### config.mk
export PLATFORM = sky130hd
export DESIGN_NAME = sdram_init_seq
export DESIGN_NICKNAME = d
export VERILOG_FILES = /design/src/rtl/sdram_init_pkg.sv /design/src/rtl/init_timer.sv /design/src/rtl/sdram_init_seq.sv
export SDC_FILE = /design/constraint.sdc
export NUM_CORES = 1
export LEC_CHECK = 0
export CORE_MARGIN = 3
export CORE_UTILIZATION = 45
export DETAILED_ROUTE_END_ITERATION = 16
export DONT_BUFFER_PORTS = 1
export PLACE_DENSITY = 0.71
export RECOVER_POWER = 50
export SETUP_SLACK_MARGIN = 0.02
export SYNTH_ARGS = -nofsm -noshare
export SYNTH_HDL_FRONTEND = slang
export SYNTH_SLANG_ARGS = --single-unit
### constraint.sdc
create_clock -name clk -period 1.9 [get_ports clk]
set_input_delay 0.38 -clock clk [delete_from_list [all_inputs] [get_ports clk]]
set_output_delay 0.38 -clock clk [all_outputs]
set_load 0.005 [all_outputs]
### src/rtl/sdram_init_pkg.sv
// rtl/sdram_init_pkg.sv - shared types and constants for the SDRAM power-up sequencer
// Contents: sequencer state enum, 4-bit {cs_n,ras_n,cas_n,we_n} command codes,
// and the CAS-latency field codes accepted in the mode register.
package sdram_init_pkg;

    typedef enum logic [3:0] {
        ST_RST,
        ST_WAIT_INIT,
        ST_PRE,
        ST_WAIT_RP,
        ST_AREF,
        ST_WAIT_RFC,
        ST_LMR,
        ST_WAIT_MRD,
        ST_DONE
    } state_t;

    localparam logic [3:0] CMD_DESEL = 4'b1111;
    localparam logic [3:0] CMD_NOP   = 4'b0111;
    localparam logic [3:0] CMD_PRE   = 4'b0010;
    localparam logic [3:0] CMD_AREF  = 4'b0001;
    localparam logic [3:0] CMD_LMR   = 4'b0000;

    localparam logic [2:0] CL2 = 3'b010;
    localparam logic [2:0] CL3 = 3'b011;

endpackage

### src/rtl/init_timer.sv
// rtl/init_timer.sv - loadable down-counter with zero flag
// Ports: clk, rst_n (sync, active-low), load + load_val (reload), zero (count is 0).
// The count decrements every cycle until it reaches zero, then holds.
module init_timer #(
    parameter int W = 4
) (
    input  logic         clk,
    input  logic         rst_n,
    input  logic         load,
    input  logic [W-1:0] load_val,
    output logic         zero
);

    logic [W-1:0] cnt_q;
    logic [W-1:0] cnt_d;

    always_comb begin
        cnt_d = cnt_q;
        if (load) begin
            cnt_d = load_val;
        end else if (cnt_q != '0) begin
            cnt_d = cnt_q - W'(1);
        end
    end

    always_ff @(posedge clk) begin
        if (!rst_n) begin
            cnt_q <= '0;
        end else begin
            cnt_q <= cnt_d;
        end
    end

    assign zero = (cnt_q == '0);

endmodule

### src/rtl/sdram_init_seq.sv
// rtl/sdram_init_seq.sv - SDRAM power-up sequencer with controller pass-through
// Ports: clk, rst_n (sync, active-low), init_req (re-run pulse, honoured in DONE),
// mode_reg (LMR value), ctl_* (controller command/address), sdr_* (SDRAM pins),
// init_done (pass-through active), cfg_err (sticky: bad CAS latency corrected).
module sdram_init_seq
    import sdram_init_pkg::*;
#(
    parameter int T_INIT = 10000,
    parameter int T_RP   = 3,
    parameter int T_RFC  = 7,
    parameter int N_REF  = 8,
    parameter int T_MRD  = 2,
    parameter int ADDR_W = 13
) (
    input  logic              clk,
    input  logic              rst_n,
    input  logic              init_req,
    input  logic [ADDR_W-1:0] mode_reg,
    input  logic              ctl_cs_n,
    input  logic              ctl_ras_n,
    input  logic              ctl_cas_n,
    input  logic              ctl_we_n,
    input  logic [ADDR_W-1:0] ctl_addr,
    input  logic [1:0]        ctl_ba,
    output logic              sdr_cs_n,
    output logic              sdr_ras_n,
    output logic              sdr_cas_n,
    output logic              sdr_we_n,
    output logic [ADDR_W-1:0] sdr_addr,
    output logic [1:0]        sdr_ba,
    output logic              init_done,
    output logic              cfg_err
);

    localparam int T_MAX_A = (T_INIT > T_RFC) ? T_INIT : T_RFC;
    localparam int T_MAX_B = (T_RP > T_MRD) ? T_RP : T_MRD;
    localparam int T_MAX   = (T_MAX_A > T_MAX_B) ? T_MAX_A : T_MAX_B;
    localparam int CNT_W   = (T_MAX > 1) ? $clog2(T_MAX) : 1;

    state_t            state_q, state_d;
    logic [3:0]        cmd_q, cmd_d;
    logic [ADDR_W-1:0] addr_q, addr_d;
    logic [3:0]        ref_q, ref_d;
    logic              pend_q, pend_d;
    logic              cfg_err_q, cfg_err_d;
    logic              init_done_q, init_done_d;

    logic              tmr_load;
    logic [CNT_W-1:0]  tmr_val;
    logic              tmr_zero;
    logic              rfc_end;
    logic              cl_bad;
    logic [ADDR_W-1:0] mode_fix;

    init_timer #(.W(CNT_W)) u_timer (
        .clk      (clk),
        .rst_n    (rst_n),
        .load     (tmr_load),
        .load_val (tmr_val),
        .zero     (tmr_zero)
    );

    always_comb begin
        cl_bad   = (mode_reg[6:4] != CL2) && (mode_reg[6:4] != CL3);
        mode_fix = mode_reg;
        if (cl_bad) begin
            mode_fix[6:4] = CL3;
        end
    end

    // Wait states are loaded with (T-2): the command cycle itself plus the
    // wait state's cycles through count zero add up to T cycles.
    always_comb begin
        state_d   = state_q;
        ref_d     = ref_q;
        pend_d    = pend_q;
        cfg_err_d = cfg_err_q;
        tmr_load  = 1'b0;
        tmr_val   = '0;
        rfc_end   = 1'b0;
        case (state_q)
            ST_RST: begin
                state_d  = ST_WAIT_INIT;
                tmr_load = 1'b1;
                tmr_val  = CNT_W'(T_INIT - 1);
            end
            ST_WAIT_INIT: begin
                if (tmr_zero) state_d = ST_PRE;
            end
            ST_PRE: begin
                if (T_RP > 1) begin
                    state_d  = ST_WAIT_RP;
                    tmr_load = 1'b1;
                    tmr_val  = CNT_W'(T_RP - 2);
                end else begin
                    state_d = ST_AREF;
                    ref_d   = 4'(N_REF - 1);
                end
            end
            ST_WAIT_RP: begin
                if (tmr_zero) begin
                    state_d = ST_AREF;
                    ref_d   = 4'(N_REF - 1);
                end
            end
            ST_AREF: begin
                if (T_RFC > 1) begin
                    state_d  = ST_WAIT_RFC;
                    tmr_load = 1'b1;
                    tmr_val  = CNT_W'(T_RFC - 2);
                end else begin
                    rfc_end = 1'b1;
                end
            end
            ST_WAIT_RFC: begin
                if (tmr_zero) rfc_end = 1'b1;
            end
            ST_LMR: begin
                // Flag is raised the cycle after LMR goes out.
                cfg_err_d = cfg_err_q | pend_q;
                if (T_MRD > 1) begin
                    state_d  = ST_WAIT_MRD;
                    tmr_load = 1'b1;
                    tmr_val  = CNT_W'(T_MRD - 2);
                end else begin
                    state_d = ST_DONE;
                end
            end
            ST_WAIT_MRD: begin
                if (tmr_zero) state_d = ST_DONE;
            end
            ST_DONE: begin
                if (init_req) begin
                    state_d  = ST_WAIT_INIT;
                    tmr_load = 1'b1;
                    tmr_val  = CNT_W'(T_INIT - 1);
                end
            end
            default: state_d = ST_RST;
        endcase

        // ref_q counts refreshes still to issue after the current one.
        if (rfc_end) begin
            if (ref_q != 4'd0) begin
                state_d = ST_AREF;
                ref_d   = ref_q - 4'd1;
            end else begin
                state_d = ST_LMR;
                pend_d  = cl_bad;
            end
        end

        // Outputs are decoded from the next state so they change with the state.
        cmd_d  = CMD_NOP;
        addr_d = '0;
        case (state_d)
            ST_PRE: begin
                cmd_d      = CMD_PRE;
                addr_d[10] = 1'b1;
            end
            ST_AREF: cmd_d = CMD_AREF;
            ST_LMR: begin
                cmd_d  = CMD_LMR;
                addr_d = mode_fix;
            end
            default: cmd_d = CMD_NOP;
        endcase
        init_done_d = (state_d == ST_DONE);
    end

    always_ff @(posedge clk) begin
        if (!rst_n) begin
            state_q     <= ST_RST;
            cmd_q       <= CMD_DESEL;
            addr_q      <= '0;
            ref_q       <= 4'd0;
            pend_q      <= 1'b0;
            cfg_err_q   <= 1'b0;
            init_done_q <= 1'b0;
        end else begin
            state_q     <= state_d;
            cmd_q       <= cmd_d;
            addr_q      <= addr_d;
            ref_q       <= ref_d;
            pend_q      <= pend_d;
            cfg_err_q   <= cfg_err_d;
            init_done_q <= init_done_d;
        end
    end

    assign {sdr_cs_n, sdr_ras_n, sdr_cas_n, sdr_we_n} = init_done_q ?
        {ctl_cs_n, ctl_ras_n, ctl_cas_n, ctl_we_n} : cmd_q;
    assign sdr_addr  = init_done_q ? ctl_addr : addr_q;
    assign sdr_ba    = init_done_q ? ctl_ba : 2'b00;
    assign init_done = init_done_q;
    assign cfg_err   = cfg_err_q;

endmodule

-- Word level (Yosys, flattened, before mapping)
Cells that the tools add are included.
W data, S select, Z words.
- $add $sub $neg: 2
- multipliers: 0
- divide/modulo/power cells: 0
- order comparisons: 0
- eq/ne operators: 14
- shifts and indexed selects: 0
- mux-type cells: 25
- bitwise logic cells: 4
- reductions and logical operators: 10
- operators by type and width (kind ; count):
    $pmux W14 S4 ; 1
    $mux W14 ; 3
    $mux W4 ; 10
    $pmux W4 S9 ; 1
    $eq A4 B3 Y1 const B ; 6
    $logic_not A14 Y1 ; 1
    $reduce_bool A14 Y1 ; 1
    $sub A14 B1 Y14 const B ; 1
    $mux W13 ; 1
    $eq A4 B2 Y1 const B ; 3
    $pmux W3 S3 ; 1
    $eq A4 B4 Y1 const B ; 2
    $mux W2 ; 3
    $ne A3 B2 Y1 const B ; 2
    $eq A4 B1 Y1 const B ; 1
    $logic_not A4 Y1 ; 1
    $pmux W1 S2 ; 2
    $reduce_and A2 Y1 ; 2
    $reduce_bool A4 Y1 ; 1
    $reduce_or A4 Y1 ; 1
    $sub A4 B1 Y4 const B ; 1
    $mux W1 ; 3
    $not A1 Y1 ; 3
    $reduce_or A3 Y1 ; 1
    3 further kinds ; 3
- register bits: 42
- latch bits: 0
- memory bits (writable): 0
- memory bits (read-only): 0
- input port bits: 35
- logic and storage cells: 65
- memories kept: 0

-- Longest topological paths before layout
Gate-level depths: netlist (run 1).
- depth after elaboration: 7
- depth in mapped cells: 8
- mapped depth without buffers: 7

-- Hierarchy
A second synthesis (run 1) with hierarchy kept.
- cells, all modules: 233
- area, all modules: 2105.8 µm²
- by module, submodules not included (module ; instances ; cells an instance ; area each (µm²) ; sequential area each (µm²)):
    sdram_init_seq ; 1 ; 132 ; 1285.0 ; 560.5
    init_timer ; 1 ; 101 ; 820.8 ; 280.3

-- Worst setup path before layout (run 1)
No wires, ideal clock.
- kind: flip-flop to flip-flop
- start point: reg u_timer.cnt_q[0]
- end point: reg addr_q[11]
- setup time: 0.114 ns
- arrival: 1.822 ns
- required time: 1.786 ns
- slack: -0.036 ns
- stages on the path, launching flop included: 9
- cells stage by stage: dfxtp_1 -> inv_1 -> ha_1 -> nor4bb_1 -> and4_1 -> mux2_2 -> o221ai_2 -> buf_6 -> nor3_2
- word-level cells in the longest chain between the ends: 6
- elaborated cells on any way between the ends: 10
- classes of those cells: eq/ne (1); mux (7); reduce/logical (2)
- RTL lines (element ; RTL line ; text):
    from (decl) ; init_timer.sv:14 ; logic [W-1:0] cnt_q;
    from (signal assigned) ; init_timer.sv:30 ; cnt_q <= cnt_d;
    $logic_not A14 Y1 (*) ; init_timer.sv:34 ; assign zero = (cnt_q == '0);
    $mux W4, or another cell as far along ; sdram_init_seq.sv:130 ; if (tmr_zero) state_d = ST_DONE;
    $pmux W4 S9 / $mux W1 (equally long branches) ; - ;
    $mux W4 (*) ; sdram_init_seq.sv:143 ; if (rfc_end) begin
    $eq A4 B3 Y1 (*) ; sdram_init_seq.sv:156 ; case (state_d)
    $reduce_and A2 Y1 (no source line) (*) ; - ;
    to (signal assigned) ; sdram_init_seq.sv:183 ; addr_q <= addr_d;
    to (decl) ; sdram_init_seq.sv:42 ; logic [ADDR_W-1:0] addr_q, addr_d;
Every way passes the cells marked *; elsewhere a longest branch is shown, timed or not.
A chain may end at the register's enable or synchronous reset.

-- Final worst setup path (run 1)
- start point: reg u_timer.cnt_q[0]
- end point: reg u_timer.cnt_q[9]
- word-level cells in the longest chain between the ends: 3
- elaborated cells on any way between the ends: 5
- classes of those cells: add/sub (1); mux (2); reduce/logical (2)
- RTL lines (element ; RTL line ; text):
    $sub A14 B1 Y14 ; init_timer.sv:22 ; cnt_d = cnt_q - W'(1);
    $mux W14 ; init_timer.sv:21 ; end else if (cnt_q != '0) begin
    $mux W14 ; init_timer.sv:19 ; if (load) begin
Several ways; a longest one is shown, not always the timed one. The select of a mux whose other input is x is not followed.

==> results_dict.tcl, run 1 <==
set metrics [dict create \
    max_clock_freq_ghz 0.523 \
    grt_pass1_vias 1852 \
    end_kind "register" \
    whs_ns 0.196 \
    clkTransAtPathRegs_ns 0.09 \
    rsz0062_at_grt "true" \
    cts.path.max_buffers 2 \
    yosys_warnings 0 \
    synth_area_leaders "dfxtp_1 (38%), mux2_2 (9.2%), nor2_1 (3.2%), a21oi_1 (3.2%), nor3_2 (3.2%)" \
    synth_cell_type_count 57 \
    grt_pass1_wl_mm 8.73 \
    path_cells "buf_4 > or4_1 > nor3_4 > a31oi_1 > o221a_2" \
    min_path_type "input port to register" \
    wl_per_cell_microns 16.5 \
    status "finished with violations" \
    leakage_nw 1.11 \
    ys_ff_latch 42 \
    gp_congestion 0.859 \
    cts_max_level 2 \
    antenna_found_initial 0 \
    p_comb_frac 0.211 \
    arrival_ns 2.11 \
    syn_area_sq_um 2200 \
    cts.sinks 42 \
    initial_utilization 0.485 \
    required_ns 2.10 \
    min_period_ns 1.91 \
    place_ws_ns -0.123 \
    die_width_microns 75.9 \
    finClkSkew_ns 0.00690 \
    cpLargestDelayFamily "simple AND/OR/NAND/NOR gates" \
    routed_wl_mm 5.63 \
    yosysTopAreaCellShare 0.382 \
    drt-pass1-iter-count 4 \
    violations "negative setup slack" \
    core_area_sq_um 4530 \
    crit_fanout 4 \
    period_share 1.01 \
    avgSynthCellArea_sq_um 9.33 \
    clockPowerShare 0.310 \
    drive_gt1_frac 0.417 \
    hpwlAfterDp_mm 3.85 \
    row_count 24 \
    setup_viol 3 \
    powerDensity_nw_per_um2 682 \
    slew_viol_final 0 \
    max_slew_margin 0.656 \
    async_reset_ff_frac 0 \
    crit_slowest_cell "or4_1" \
    yosysMostFrequentCell "dfxtp_1" \
    tritoncts "yes" \
    area_delta_synth_final_pct 30.5 \
    synth_common_cells "dfxtp_1 (42), nor2_1 (19), mux2_2 (18)" \
    synth_edf_count 0 \
    nFillCells 358 \
    cts_buffers 5 \
    drc_errors 0 \
    hold_viol 0 \
    antenna_cells 0 \
    synth_flop_cell "dfxtp_1" \
    die_area_sq_um 5770 \
    synthesis.nets 274 \
    p_seq_frac 0.478 \
    io_pins 56 \
    cap_violations 0 \
    die_y_microns 75.9 \
    port_buffers 0 \
    path_buf_inv 1 \
    worstSkewPairLatency_ns 0.30 \
    drt-initial-drc-count 98 \
    postRouteAntennaNets 0 \
    worst_slack_ns -0.0108 \
    startpoint_type "register" \
    yosysTopAreaCell "dfxtp_1" \
    gr-usage-all-layers 0.185 \
    cts_root_buf "clkbuf_8" \
    fin_nets 313 \
    p_sw_frac 0.297 \
    syn_inst 236 \
    crit_type "register to register" \
    irDropWorstVdd_mv 0.351 \
    drt-vias-per-instance 5.59 \
    vias 1907 \
    worst_pin_slew_ns 0.512 \
    yosysSeqAreaShare 0.382 \
    grt_max_degree 21 \
    crit_path_max_incr_delay_ns 0.69 \
    p_sw_uw 582 \
    p_int_mw 1.38 \
    grt_overflow 0 \
    totalPowerFinal_mw 1.96 \
]
-- metal layers --
metal  vias to the layer above  routed length (microns)  track usage
li1                        919                        -            -
met1                       905                     2390        0.224
met2                        75                     2850        0.319
met3                         8                      311       0.0474
met4                         0                       82       0.0616
met5                         -                        0            0
-- metrics by stage --
step,area [sq um],utilization,setup TNS [ns],cells
final,2870,0.634,-0.0203,341
after global routing,2870,0.634,-0.587,341
after CTS,2740,0.604,0,341
after detailed placement,2550,0.563,-0.972,330
after global placement,2550,0.563,-0.346,330
after floorplan,2220,-,0,236
-- logic make-up (layout without fill, tap and decap cells) --
| kind of cell | after synthesis | in the layout | synth area share |
|---|---|---|---|
| AO/OA/AOI/OAI | 40 | 40 | 0.145 |
| multiplexers | 20 | 20 | 0.101 |
| adder cells (fa/ha/maj) | 3 | 3 | 0.0171 |
| flip-flops | 42 | 42 | 0.382 |
| XOR/XNOR | 10 | 10 | 0.0398 |
| buffers and inverters | 28 | 68 | 0.0568 |
| other | 1 | 1 | 0.00170 |
| AND/OR/NAND/NOR | 92 | 92 | 0.256 |
-- path summary, 6_finish.rpt --
kind	cells after the start	end	start	slack, ns
setup / recovery	5	u_timer.cnt_q[9]$_SDFFE_PN0P_	u_timer.cnt_q[0]$_SDFFE_PN0P_	-0.01
hold / removal	2	addr_q[7]$_SDFF_PN0_	mode_reg[7]	0.20
setup reg to reg	5	u_timer.cnt_q[9]$_SDFFE_PN0P_	u_timer.cnt_q[0]$_SDFFE_PN0P_	-0.01
hold reg to reg	2	cfg_err$_SDFFE_PN0P_	cfg_err$_SDFFE_PN0P_	0.52
-- timing repair --
action                     CTS  global route
setup buffers                3             0
pin swaps                    4             5
setup endpoints to repair   17            22
hold buffers                 0             0
gates resized for setup     16            30
-- final cells by class --
| type | instances | area (sq um) | area share |
|---|---|---|---|
| inverter | 17 | 63.8 | 0.0222 |
| clock buffer | 5 | 68.8 | 0.0240 |
| multi-input combinational | 166 | 1430 | 0.498 |
| timing repair buffer | 43 | 357 | 0.124 |
| sequential | 42 | 847 | 0.295 |
| tap | 65 | 81.3 | 0.0283 |
| clock inverter | 3 | 25.0 | 0.00871 |
-- power by group through the flow --
| stage | combinational [mW] | sequential (mW) | clock (mW) |
|---|---|---|---|
| floorplan | 0.204 | 0.960 | 0 |
| global placement | 0.329 | 0.951 | 0 |
| detailed placement | 0.336 | 0.952 | 0 |
| CTS | 0.366 | 0.937 | 0.618 |
| global route | 0.442 | 0.941 | 0.652 |
| finish | 0.414 | 0.938 | 0.609 |
-- state kept, by name, summed over array words and instances (netlist names) --
| register | cells |
|---|---|
| cmd_q | 4 |
| cfg_err | 1 |
| pend_q | 1 |
| addr_q | 13 |
| u_timer.cnt_q | 14 |
| ref_q | 4 |
| state_q | 4 |
| init_done | 1 |
-- layout by cell type (no fill, tap or decap), types with 3 or more instances in the layout --
| master | instances |
|---|---|
| dfxtp_1 | 37 |
| buf_4 | 35 |
| nor2_1 | 19 |
| inv_1 | 15 |
| nand2_1 | 14 |
| mux2_2 | 13 |
| a21oi_1 | 13 |
| nor3_2 | 9 |
| nand3_1 | 7 |
| xor2_1 | 5 |
| nor3_1 | 5 |
| xnor2_1 | 5 |
| clkbuf_8 | 5 |
| dfxtp_2 | 5 |
| mux2_1 | 4 |
| nor2b_1 | 4 |
| buf_6 | 4 |
| or4_1 | 3 |
| nor4_4 | 3 |
| nand2_2 | 3 |
| o221a_2 | 3 |
| nand2b_1 | 3 |
Note: power is estimated with default switching activity, not from simulation.
==> run 2: changes to the inputs <==
--- a/config.mk
+++ b/config.mk
@@ -5,6 +5,8 @@
 export SDC_FILE = /design/constraint.sdc
 export NUM_CORES = 1
 export LEC_CHECK = 0
+export ABC_AREA = 1
+export ABC_CLOCK_PERIOD_IN_PS = 1900
 export CORE_MARGIN = 3
 export CORE_UTILIZATION = 45
 export DETAILED_ROUTE_END_ITERATION = 16
@@ -12,6 +14,7 @@
 export PLACE_DENSITY = 0.71
 export RECOVER_POWER = 50
 export SETUP_SLACK_MARGIN = 0.02
+export SKIP_CTS_REPAIR_TIMING = 1
 export SYNTH_ARGS = -nofsm -noshare
 export SYNTH_HDL_FRONTEND = slang
 export SYNTH_SLANG_ARGS = --single-unit
==> results_dict.tcl, run 2 <==
set metrics [dict create \
    status "finished clean" \
    crit_path_max_incr_delay_ns 0.41 \
    drt-vias-per-instance 4.93 \
    nFillCells 464 \
    totalPowerFinal_mw 1.91 \
    clkTransAtPathRegs_ns 0.08 \
    totalNegativeSetupSlack_ns 0 \
    syn_area_sq_um 2290 \
    synth-simple-area-share 0.324 \
    grt_max_degree 21 \
    avgSynthCellArea_sq_um 7.88 \
    core_area_sq_um 4820 \
    die_y_microns 77.4 \
    syn_inst 291 \
    drt-initial-drc-count 96 \
    initial_utilization 0.476 \
    vias 1795 \
    path_cells "clkbuf_2 > mux2_2" \
    end_kind "output pin" \
    whs_ns 0.201 \
    leakage_nw 1.11 \
    powerDensity_nw_per_um2 773 \
    ys_ff_latch 42 \
    cts.path.max_buffers 2 \
    drive_gt1_frac 0.209 \
    fin_nets 334 \
    die_area_sq_um 5990 \
    grt_pass1_vias 1692 \
    synth_common_cells "inv_1 (48), nand2_1 (43), dfxtp_1 (42)" \
    crit_type "register to output pin" \
    drt-pass1-iter-count 4 \
    io_pins 56 \
    cts_buffers 5 \
    largest_reg_flops 14 \
    rsz0062_at_grt "false" \
    cts_root_buf "clkbuf_8" \
    hpwlAfterDp_mm 3.52 \
    multiInputGateArea_sq_um 1230 \
    synthesis.nets 329 \
    synth_top_family_by_area "simple AND/OR/NAND/NOR gates" \
    crit_slowest_cell "mux2_2" \
    gr-usage-all-layers 0.154 \
    synth_compound_area_frac 0.0824 \
    startpoint_type "register" \
    min_period_ns 1.77 \
    area_delta_synth_final_pct 7.81 \
    die_width_microns 77.4 \
    min_path_type "input port to register" \
    place_ws_ns 0.213 \
    crit_cells 2 \
    slew_viol_final 0 \
    async_reset_ff_frac 0 \
    grt_pass1_wl_mm 7.38 \
    cpLargestDelayFamily "multiplexers" \
    yosysMostFrequentCell "inv_1" \
    yosys_warnings 0 \
    setup_viol 0 \
    muxShareOfSynthArea 0.0835 \
    whs_path_depth 2 \
    synth-xor-area-share 0.0267 \
    synth_cell_type_count 33 \
    hold_viol 0 \
    tritoncts "yes" \
    layout_commonest_cell "inv_1" \
    yosysTopAreaCellShare 0.367 \
    antenna_found_initial 0 \
    cap_violations 0 \
    max_clock_freq_ghz 0.565 \
    worst_slack_ns 0.129 \
    wl_per_cell_microns 12.4 \
    grt_overflow 0 \
    arrival_ns 1.39 \
    r2r_cells 8 \
    crit_fanout 20 \
    path_buf_inv 1 \
    yosysSeqAreaShare 0.367 \
    fin_util 0.513 \
    antenna_cells 0 \
    routed_wl_mm 4.52 \
    yosys.area_share.adder 0.0164 \
    cts_max_level 2 \
    required_ns 1.52 \
    cts.sinks 42 \
    synth_edf_count 0 \
    row_count 25 \
    finClkSkew_ns 0.00681 \
    period_share 0.932 \
    seqCellArea_sq_um 841 \
    yosysTopAreaCell "dfxtp_1" \
    gp_congestion 0.902 \
    drc_errors 0 \
    top_regs "u_timer.cnt_q: 14 flops, addr_q: 13 flops" \
    postRouteAntennaNets 0 \
    synth_flop_cell "dfxtp_1" \
    irDropWorstVdd_mv 0.387 \
    port_buffers 0 \
    synth_area_leaders "dfxtp_1 (37%), mux2_2 (8.4%), inv_1 (7.9%), nand2_1 (7.0%), nand3_1 (4.6%)" \
    regMostFlops "u_timer.cnt_q" \
    most-common-layout-cells "inv_1 (49), nand2_1 (43), dfxtp_1 (42)" \
    worstSkewPairLatency_ns 0.29 \
]
-- run 2: cell count changes after synthesis, sizes merged, moves of 4 or more --
cell | before | now
nor2 | 20 | 36
nor2b | 4 | 0
inv | 17 | 50
o21ai | 3 | 9
a21oi | 15 | 20
nand2 | 17 | 50
nor4 | 5 | 0
nand3 | 7 | 23
or4 | 4 | 0
clkbuf | 6 | 2
-- run 2: per-layer routing --
layer / track usage / share of wire / vias up
li1: - / - / 945
met1: 0.181 / 0.44 / 810
met2: 0.269 / 0.52 / 33
met3: 0.0313 / 0.027 / 7
met4: 0.0676 / 0.018 / 0
met5: 0 / 0 / -
-- run 2: final timing paths --
kind	startpoint	endpoint	slack, ns
max	init_done$_SDFF_PN0_	sdr_we_n	0.13
min	rst_n	state_q[1]$_SDFF_PN0_	0.20
max reg2reg	u_timer.cnt_q[0]$_SDFFE_PN0P_	addr_q[12]$_SDFF_PN0_	0.19
min reg2reg	cfg_err$_SDFFE_PN0P_	cfg_err$_SDFFE_PN0P_	0.48
-- run 2: metrics by stage --
step	instances	area, sq um
floorplan	291	2290
global placement	356	2360
detailed placement	356	2360
CTS	364	2470
global route	364	2470
finish	364	2470
-- run 2: layout make-up --
| type | instances | share of cell area |
|---|---|---|
| clock buffers | 6 | 0.0294 |
| multi-input cells | 194 | 0.496 |
| flip-flops and latches | 42 | 0.340 |
| well taps | 67 | 0.0339 |
| clock inverters | 2 | 0.0152 |
| repair buffers | 3 | 0.00810 |
| inverters | 50 | 0.0770 |
-- run 2: cell families after synthesis --
| group | Yosys count |
|---|---|
| AOI/OAI and AO/OA | 35 |
| adders and majority gates | 3 |
| buffers and inverters | 55 |
| other | 1 |
| xor gates and xnor gates | 7 |
| and+or+nand+nor | 131 |
| muxes | 17 |
| DFF | 42 |
-- run 2: report_power, final --
group          switching [mW]  leakage [nW]  internal [mW]  total, mW
logic                   0.181         0.713         0.0920      0.273
clock network           0.309        0.0514          0.392      0.701
registers              0.0262         0.342          0.909      0.935
total                   0.516          1.11           1.39       1.91
